## src/rtl/bus_mmio_router.sv

```systemverilog
// MMIO sub-bus router: decodes one master transaction at a time onto
// NSLAVE equal address windows, buffers wdata/rdata, errors unmapped.
// Ports: bmain_* master side, bmmio_* router outputs, slv_* slave inputs.
// Optional slave timeout abort: define BUS_MMIO_TIMEOUT_EN.
module bus_mmio_router #(
  parameter int NSLAVE   = 4,
  parameter int WIN_BITS = 6,
  parameter int TIMEOUT  = 255
) (
  input  logic                   clk_core,
  input  logic                   reset_n,
  input  logic                   bmain_cvalid_bmmio,
  output logic                   bmmio_cready,
  input  logic                   bmain_cmd,
  input  logic [WIN_BITS+5:2]    bmain_addr,
  input  logic                   bmain_wvalid_bmmio,
  output logic                   bmmio_wready,
  input  logic [31:0]            bmain_wdata,
  output logic                   bmmio_rvalid,
  input  logic                   bmain_rready_bmmio,
  output logic [31:0]            bmmio_rdata,
  output logic                   bmmio_error,
  input  logic                   bmain_eack_bmmio,
  output logic                   bmmio_cmd,
  output logic [WIN_BITS+1:2]    bmmio_addr,
  output logic [31:0]            bmmio_wdata,
  output logic [NSLAVE-1:0]      bmmio_cvalid,
  input  logic [NSLAVE-1:0]      slv_cready,
  output logic [NSLAVE-1:0]      bmmio_wvalid,
  input  logic [NSLAVE-1:0]      slv_wready,
  input  logic [NSLAVE-1:0]      slv_rvalid,
  output logic [NSLAVE-1:0]      bmmio_rready,
  input  logic [32*NSLAVE-1:0]   slv_rdata,
  input  logic [NSLAVE-1:0]      slv_error,
  output logic [NSLAVE-1:0]      bmmio_eack
);

  if (NSLAVE < 1 || NSLAVE > 16 || TIMEOUT < 1) begin : g_param_chk
    $error("bus_mmio_router: parameter out of range");
  end

  localparam logic [2:0] IDLE = 3'd0;
  localparam logic [2:0] SEND = 3'd1;
  localparam logic [2:0] WR   = 3'd2;
  localparam logic [2:0] RD   = 3'd3;
  localparam logic [2:0] ERR  = 3'd4;

  logic [2:0]          r_state;
  logic [2:0]          w_nstate;
  logic                r_cmd;
  logic [WIN_BITS+1:2] r_addr;
  logic [3:0]          r_idx;
  logic                r_wvalid;
  logic [31:0]         r_wdata;
  logic                r_rvalid;
  logic [31:0]         r_rdata;
  logic                r_drained;

  logic [3:0]          w_cidx;
  logic                w_map;
  logic [NSLAVE-1:0]   w_sel;
  logic [31:0]         w_slv_rd;
  logic                w_tout;
  logic                w_rd_go;
  logic                w_cbeat;
  logic                w_wbeat;
  logic                w_rbeat;
  logic                w_mbeat;
  logic                w_win;
  logic                w_wdisc;
  logic                w_wout;

  assign w_cidx = bmain_addr[WIN_BITS+5:WIN_BITS+2];
  assign w_map  = {1'b0, w_cidx} < 5'(NSLAVE);

  always_comb begin
    w_sel    = '0;
    w_slv_rd = '0;
    for (int i = 0; i < NSLAVE; i++) begin
      w_sel[i] = (r_idx == 4'(i));
      w_slv_rd = w_slv_rd | (slv_rdata[32*i +: 32] & {32{w_sel[i]}});
    end
  end

`ifdef BUS_MMIO_TIMEOUT_EN
  localparam int TW = (TIMEOUT < 2) ? 1 : $clog2(TIMEOUT + 1);
  logic [TW-1:0] r_tcnt;
  logic          w_busy;

  assign w_busy = (r_state == SEND) || (r_state == WR) || (r_state == RD);
  assign w_tout = w_busy && (r_tcnt == TW'(TIMEOUT));

  // Counts cycles spent in one busy state; restarts on any transition.
  always_ff @(posedge clk_core or negedge reset_n) begin
    if (!reset_n) begin
      r_tcnt <= '0;
    end else if (w_nstate != r_state || !w_busy) begin
      r_tcnt <= '0;
    end else begin
      r_tcnt <= r_tcnt + 1'b1;
    end
  end
`else
  assign w_tout = 1'b0;
`endif

  assign w_mbeat = r_rvalid & bmain_rready_bmmio;
  assign w_rd_go = ~r_rvalid | w_mbeat;

  assign bmmio_cvalid = (r_state == SEND && !w_tout) ? w_sel : '0;
  assign bmmio_wvalid = (r_state == WR && r_wvalid && !w_tout) ? w_sel : '0;
  assign bmmio_rready = (r_state == RD && w_rd_go && !w_tout) ? w_sel : '0;

  assign w_cbeat = |(bmmio_cvalid & slv_cready);
  assign w_wbeat = |(bmmio_wvalid & slv_wready);
  assign w_rbeat = |(bmmio_rready & slv_rvalid);

  // An errored write swallows exactly one wdata beat so the master's
  // data stream stays aligned with its commands.
  assign w_wdisc = (r_state == ERR) && !r_drained && r_wvalid;
  assign w_wout  = w_wbeat | w_wdisc;
  assign w_win   = bmain_wvalid_bmmio & bmmio_wready;

  assign bmmio_cready = (r_state == IDLE);
  assign bmmio_wready = ~r_wvalid | w_wout;
  assign bmmio_rvalid = r_rvalid;
  assign bmmio_rdata  = r_rvalid ? r_rdata : 32'd0;
  assign bmmio_wdata  = r_wvalid ? r_wdata : 32'd0;
  assign bmmio_cmd    = r_cmd;
  assign bmmio_addr   = r_addr;
  assign bmmio_error  = (|slv_error) | (r_state == ERR) | w_tout;
  assign bmmio_eack   = {NSLAVE{bmain_eack_bmmio}};

  always_comb begin
    w_nstate = r_state;
    unique case (r_state)
      IDLE: if (bmain_cvalid_bmmio) w_nstate = w_map ? SEND : ERR;
      SEND: if (w_cbeat) w_nstate = r_cmd ? RD : WR;
      WR:   if (w_wbeat) w_nstate = IDLE;
      RD:   if (w_rbeat) w_nstate = IDLE;
      ERR:  if (bmain_eack_bmmio && r_drained) w_nstate = IDLE;
      default: w_nstate = IDLE;
    endcase
    if (w_tout) w_nstate = ERR;
  end

  always_ff @(posedge clk_core or negedge reset_n) begin
    if (!reset_n) begin
      r_state   <= IDLE;
      r_cmd     <= 1'b0;
      r_addr    <= '0;
      r_idx     <= '0;
      r_drained <= 1'b0;
      r_wvalid  <= 1'b0;
      r_rvalid  <= 1'b0;
    end else begin
      r_state <= w_nstate;
      if (r_state == IDLE && bmain_cvalid_bmmio) begin
        r_cmd     <= bmain_cmd;
        r_addr    <= bmain_addr[WIN_BITS+1:2];
        r_idx     <= w_cidx;
        r_drained <= bmain_cmd;
      end else if (w_tout) begin
        r_drained <= r_cmd | ~r_wvalid;
      end else if (w_wdisc) begin
        r_drained <= 1'b1;
      end
      if (w_win) begin
        r_wvalid <= 1'b1;
      end else if (w_wout) begin
        r_wvalid <= 1'b0;
      end
      if (w_rbeat) begin
        r_rvalid <= 1'b1;
      end else if (w_mbeat) begin
        r_rvalid <= 1'b0;
      end
    end
  end

  // Data registers carry no reset; their valid flags qualify them.
  always_ff @(posedge clk_core) begin
    if (w_win) r_wdata <= bmain_wdata;
    if (w_rbeat) r_rdata <= w_slv_rd;
  end

endmodule

```

## config.mk

```make
export PLATFORM = sky130hd
export DESIGN_NAME = bus_mmio_router
export DESIGN_NICKNAME = d
export VERILOG_FILES = /design/src/rtl/bus_mmio_router.sv
export SDC_FILE = /design/constraint.sdc
export NUM_CORES = 1
export LEC_CHECK = 0
export ABC_AREA = 1
export ABC_CLOCK_PERIOD_IN_PS = 2400
export CAP_MARGIN = 30
export CORE_UTILIZATION = 33
export CTS_BUF_LIST = sky130_fd_sc_hd__clkbuf_8
export CTS_CLUSTER_SIZE = 14
export DETAILED_ROUTE_END_ITERATION = 7
export PLACE_DENSITY = 0.87
export SYNTH_ARGS = -nofsm -noshare
export SYNTH_HDL_FRONTEND = slang
export SYNTH_SLANG_ARGS = --single-unit
```

## constraint.sdc

```tcl
create_clock -name clk_core -period 2.4 [get_ports clk_core]
set_input_delay 0.48 -clock clk_core [delete_from_list [all_inputs] [get_ports clk_core]]
set_output_delay 0.48 -clock clk_core [all_outputs]
set_load 0.02 [all_outputs]
```

==> results of run 1 <==
-- synth_stat cells, types with 2 or more instances --
library cell,instances,area [um2]
sky130_fd_sc_hd__nor2_4,4,45.0
sky130_fd_sc_hd__buf_2,3,15.0
sky130_fd_sc_hd__inv_2,4,15.0
sky130_fd_sc_hd__inv_1,87,327
sky130_fd_sc_hd__o21ai_0,9,45.0
sky130_fd_sc_hd__nor3_1,2,10.0
sky130_fd_sc_hd__nor2_2,2,12.5
sky130_fd_sc_hd__clkbuf_1,19,71.3
sky130_fd_sc_hd__nor2_1,18,67.6
sky130_fd_sc_hd__dfrtp_1,17,425
sky130_fd_sc_hd__nand4_1,35,219
sky130_fd_sc_hd__nand2_1,241,905
sky130_fd_sc_hd__buf_4,4,30.0
sky130_fd_sc_hd__nand3_1,12,60.1
sky130_fd_sc_hd__edfxtp_1,64,1920
-- registers in the layout, indices dropped and copies added (netlist names) --
register,cells
bmmio_rvalid,1
r_drained,1
bmmio_cmd,1
r_state,3
r_rdata,32
r_idx,4
bmmio_addr,6
r_wdata,32
r_wvalid,1
-- metal layers --
layer	up-vias	routed length, um	share of wire, %
li1	2229	-	-
met1	2052	5410	37
met2	206	7680	53
met3	18	1190	8.2
met4	0	292	2.0
met5	-	0	0
-- power by group through the flow --
stage	registers, mW	clock network (mW)	logic [mW]
2_1_floorplan	2.07	0	1.46
3_3_place_gp	2.00	0	2.77
3_5_place_dp	2.02	0	2.83
4_1_cts	1.99	1.21	2.83
5_1_grt	2.01	1.26	3.08
6_report	1.99	1.19	2.81
-- kinds of logic after synthesis --
logic type	synth area share, %
buf+inv	10.8
compound gates	1.92
simple gates	31.9
flops	55.3
-- final cells by class --
| cell class | count | share of cell area [%] |
|---|---|---|
| timing repair buffer | 299 | 39.3 |
| sequential | 81 | 31.1 |
| multi-input combinational | 333 | 19.1 |
| inverter | 91 | 4.52 |
| tap | 172 | 2.85 |
| clock buffer | 9 | 1.64 |
| clock inverter | 7 | 1.42 |
| antenna | 1 | 0.0331 |
-- metrics by stage --
stage                     hold WS, ps  utilization [%]
after global routing              433             60.1
final                             432             60.1
after CTS                         422             60.0
after global placement            463             58.2
after floorplan                   184                -
after detailed placement          469             58.2
-- worst max-delay path by stage --
stage | end
finish | bmmio_wvalid[0]
global route | bmmio_wvalid[2]
CTS | bmmio_wready
detailed placement | bmmio_wready
global placement | bmmio_wready
floorplan | r_wdata[0]
==> Flow_metrics.wiki, run 1 <==
{| class="wikitable"
! Metric !! Value
|-
| Cts repair resizes || 16
|-
| Final sum of negative setup slack || 0 ps
|-
| Antenna-violating nets left || 0
|-
| Cell Count, Final, Fillers Out || 993
|-
| Via density per instance || 4.54
|-
| Number of gates on the worst path with buffers counted || 7
|-
| Fraction of synthesis flops using an asynchronous set or reset pin || 21.0%
|-
| Number of port buffers || 283
|-
| Clock insertion delay at the later pin of the skew report || 360 ps
|-
| IR Drop Worst-Case VDD || 0.320 mV
|-
| Cell count of the worst reg-to-reg path || 9
|-
| Fill count || 1078
|-
| Worst-path clk slew || 100 ps
|-
| Critical path, cell by cell || inv_1 -> nand3_1 -> nor2_4 -> buf_4 -> inv_1 -> nor2_1 -> dlygate4sd2_1
|-
| Fin Clk Skew || 13.1 ps
|-
| Final design area excluding fillers || 7550 um2
|-
| Fraction of layout instances using a drive strength above 1 || 5.85%
|-
| Number of pins exceeding their max-slew limit in the final report || 0
|-
| GR Util met2 || 40.9%
|-
| Result of the run || complete, no violations
|-
| Placed instance area || 7320 um2
|-
| Final critical-path setup slack || 120 ps
|-
| Maximum Capacitance Violations || 0
|-
| EDFF count, synth || 64
|-
| CP Buf/Inv Count || 4
|-
| Most frequent CP cell || sky130_fd_sc_hd__inv_1
|-
| Number of placed cells counting well taps || 976
|-
| Cell count after synthesis || 531
|-
| Area occupied by multi-input gates || 1450 um2
|-
| Startpoint of the lowest-slack register-to-register path || r_idx[3]
|-
| Library cell contributing the largest single delay on the critical path || sky130_fd_sc_hd__dfrtp_1
|-
| Timing-limited maximum frequency || 439 MHz
|-
| Worst-path fanout max || 5
|-
| DRC viols || 0
|-
| Register area || 2350 um2
|-
| WL per Instance || 14.7 um
|-
| Total power draw || 5.98 mW
|-
| Clock tree from TritonCTS || built
|-
| I/O pin count || 284
|-
| Data arrival time of the critical path || 1800 ps
|-
| Sw Pwr || 2.30 mW
|-
| Placeable Area || 12600 um2
|-
| Seq/Total Area, Yosys || 55.3%
|-
| Number of global-route vias before repair || 4288
|-
| Final hold violation count || 0
|-
| R2R Path End || r_rdata[0]
|-
| Net count reported at finish || 1008
|-
| Highest-count cells in the layout ignoring fill and taps || 269 x sky130_fd_sc_hd__clkdlybuf4s50_1, 241 x sky130_fd_sc_hd__nand2_1, 87 x sky130_fd_sc_hd__inv_1, 64 x sky130_fd_sc_hd__edfxtp_1, 35 x sky130_fd_sc_hd__nand4_1
|-
| Die W || 115 um
|-
| CP required || 1920 ps
|-
| Syn_nets || 724
|-
| Count of buffers added by post-CTS timing repair for setup || 0
|-
| Met1 demand-to-capacity share in global routing || 23.2%
|-
| GRT met3 Usage || 5.32%
|-
| Crit start category || flip-flop
|-
| RSZ-0062 raised after global routing || no
|-
| Leakage Power || 3.36 nW
|-
| Crit path max-delay family || buffers and inverters
|-
| Minimum setup slack among reg-to-reg paths || 360 ps
|-
| Number of buffers inserted during clock tree synthesis || 9
|-
| Total congestion overflow after global routing || 0
|-
| Final wirelength || 14600 um
|-
| Start-to-end type of the worst setup path || flip-flop to output port
|-
| Class of the worst hold path || input port to async pin
|-
| Most common library cell in the layout ignoring fill and taps || sky130_fd_sc_hd__clkdlybuf4s50_1
|-
| Setup Slack @ Placement || -192 ps
|-
| Origin of the worst setup path || r_state[2]
|-
| CTS Root Cell || sky130_fd_sc_hd__clkbuf_8
|-
| Portion of total power attributed to combinational logic || 46.9%
|-
| Setup-failing EPs final || 0
|-
| Final period utilization || 95.0%
|-
| Global-route usage over all layers || 21.6%
|-
| Effective utilization at floorplan || 33.7%
|-
| Number of vias in the routed layout || 4505
|-
| Final period demand of the worst path || 2280 ps
|-
| Number of clock sinks || 81
|-
| Netlist cell types || 25
|-
| Peak per-stage delay on the critical path || 390 ps
|-
| Die area || 13300 um2
|-
| Number of buffers inserted for hold repair after clock tree synthesis || 0
|-
| Number of storage elements in the synthesis netlist || 81
|-
| Row count || 41
|-
| Average cell area after synthesis || 7.99 um2
|-
| Least-Margin Pin Slew || 408 ps
|-
| Largest net degree at the start of global routing || 35
|-
| Category of the worst setup path capture point || output port
|-
| Clk buf depth || 2
|-
| Antenna violations before repair || 1
|-
| Layout overhead on the synthesized area || 78.1%
|-
| Dpl hpwl || 11500 um
|-
| H-tree level count || 3
|-
| Int Power || 3.68 mW
|-
| Ys flop type || sky130_fd_sc_hd__edfxtp_1
|-
| First-pass DRT Iterations || 4
|-
| Cell Pwr Density || 792 nW/um2
|-
| Sw Ratio || 38.5%
|-
| Slew headroom || 72.8%
|-
| Last weighted congestion value of the routability-driven placer || 0.763
|-
| Syn. warnings || 0
|-
| Die height || 115 um
|-
| Syn Std Cell Area || 4240 um2
|-
| Number of DRC markers after the initial detailed-route iteration || 248
|-
| Part of the power in registers || 33.2%
|-
| Wire length of the first global-routing pass || 21400 um
|-
| Clock power frac || 19.9%
|-
| Global routing's busiest layer || met2
|}
No activity file was read; power rests on OpenSTA's default activity.
==> inputs of run 2 (changes only) <==
Settings changed: GPL_ROUTABILITY_DRIVEN from default to 0.
==> results of run 2 <==
Final layout, timing and power as in run 1 (identical DEF).
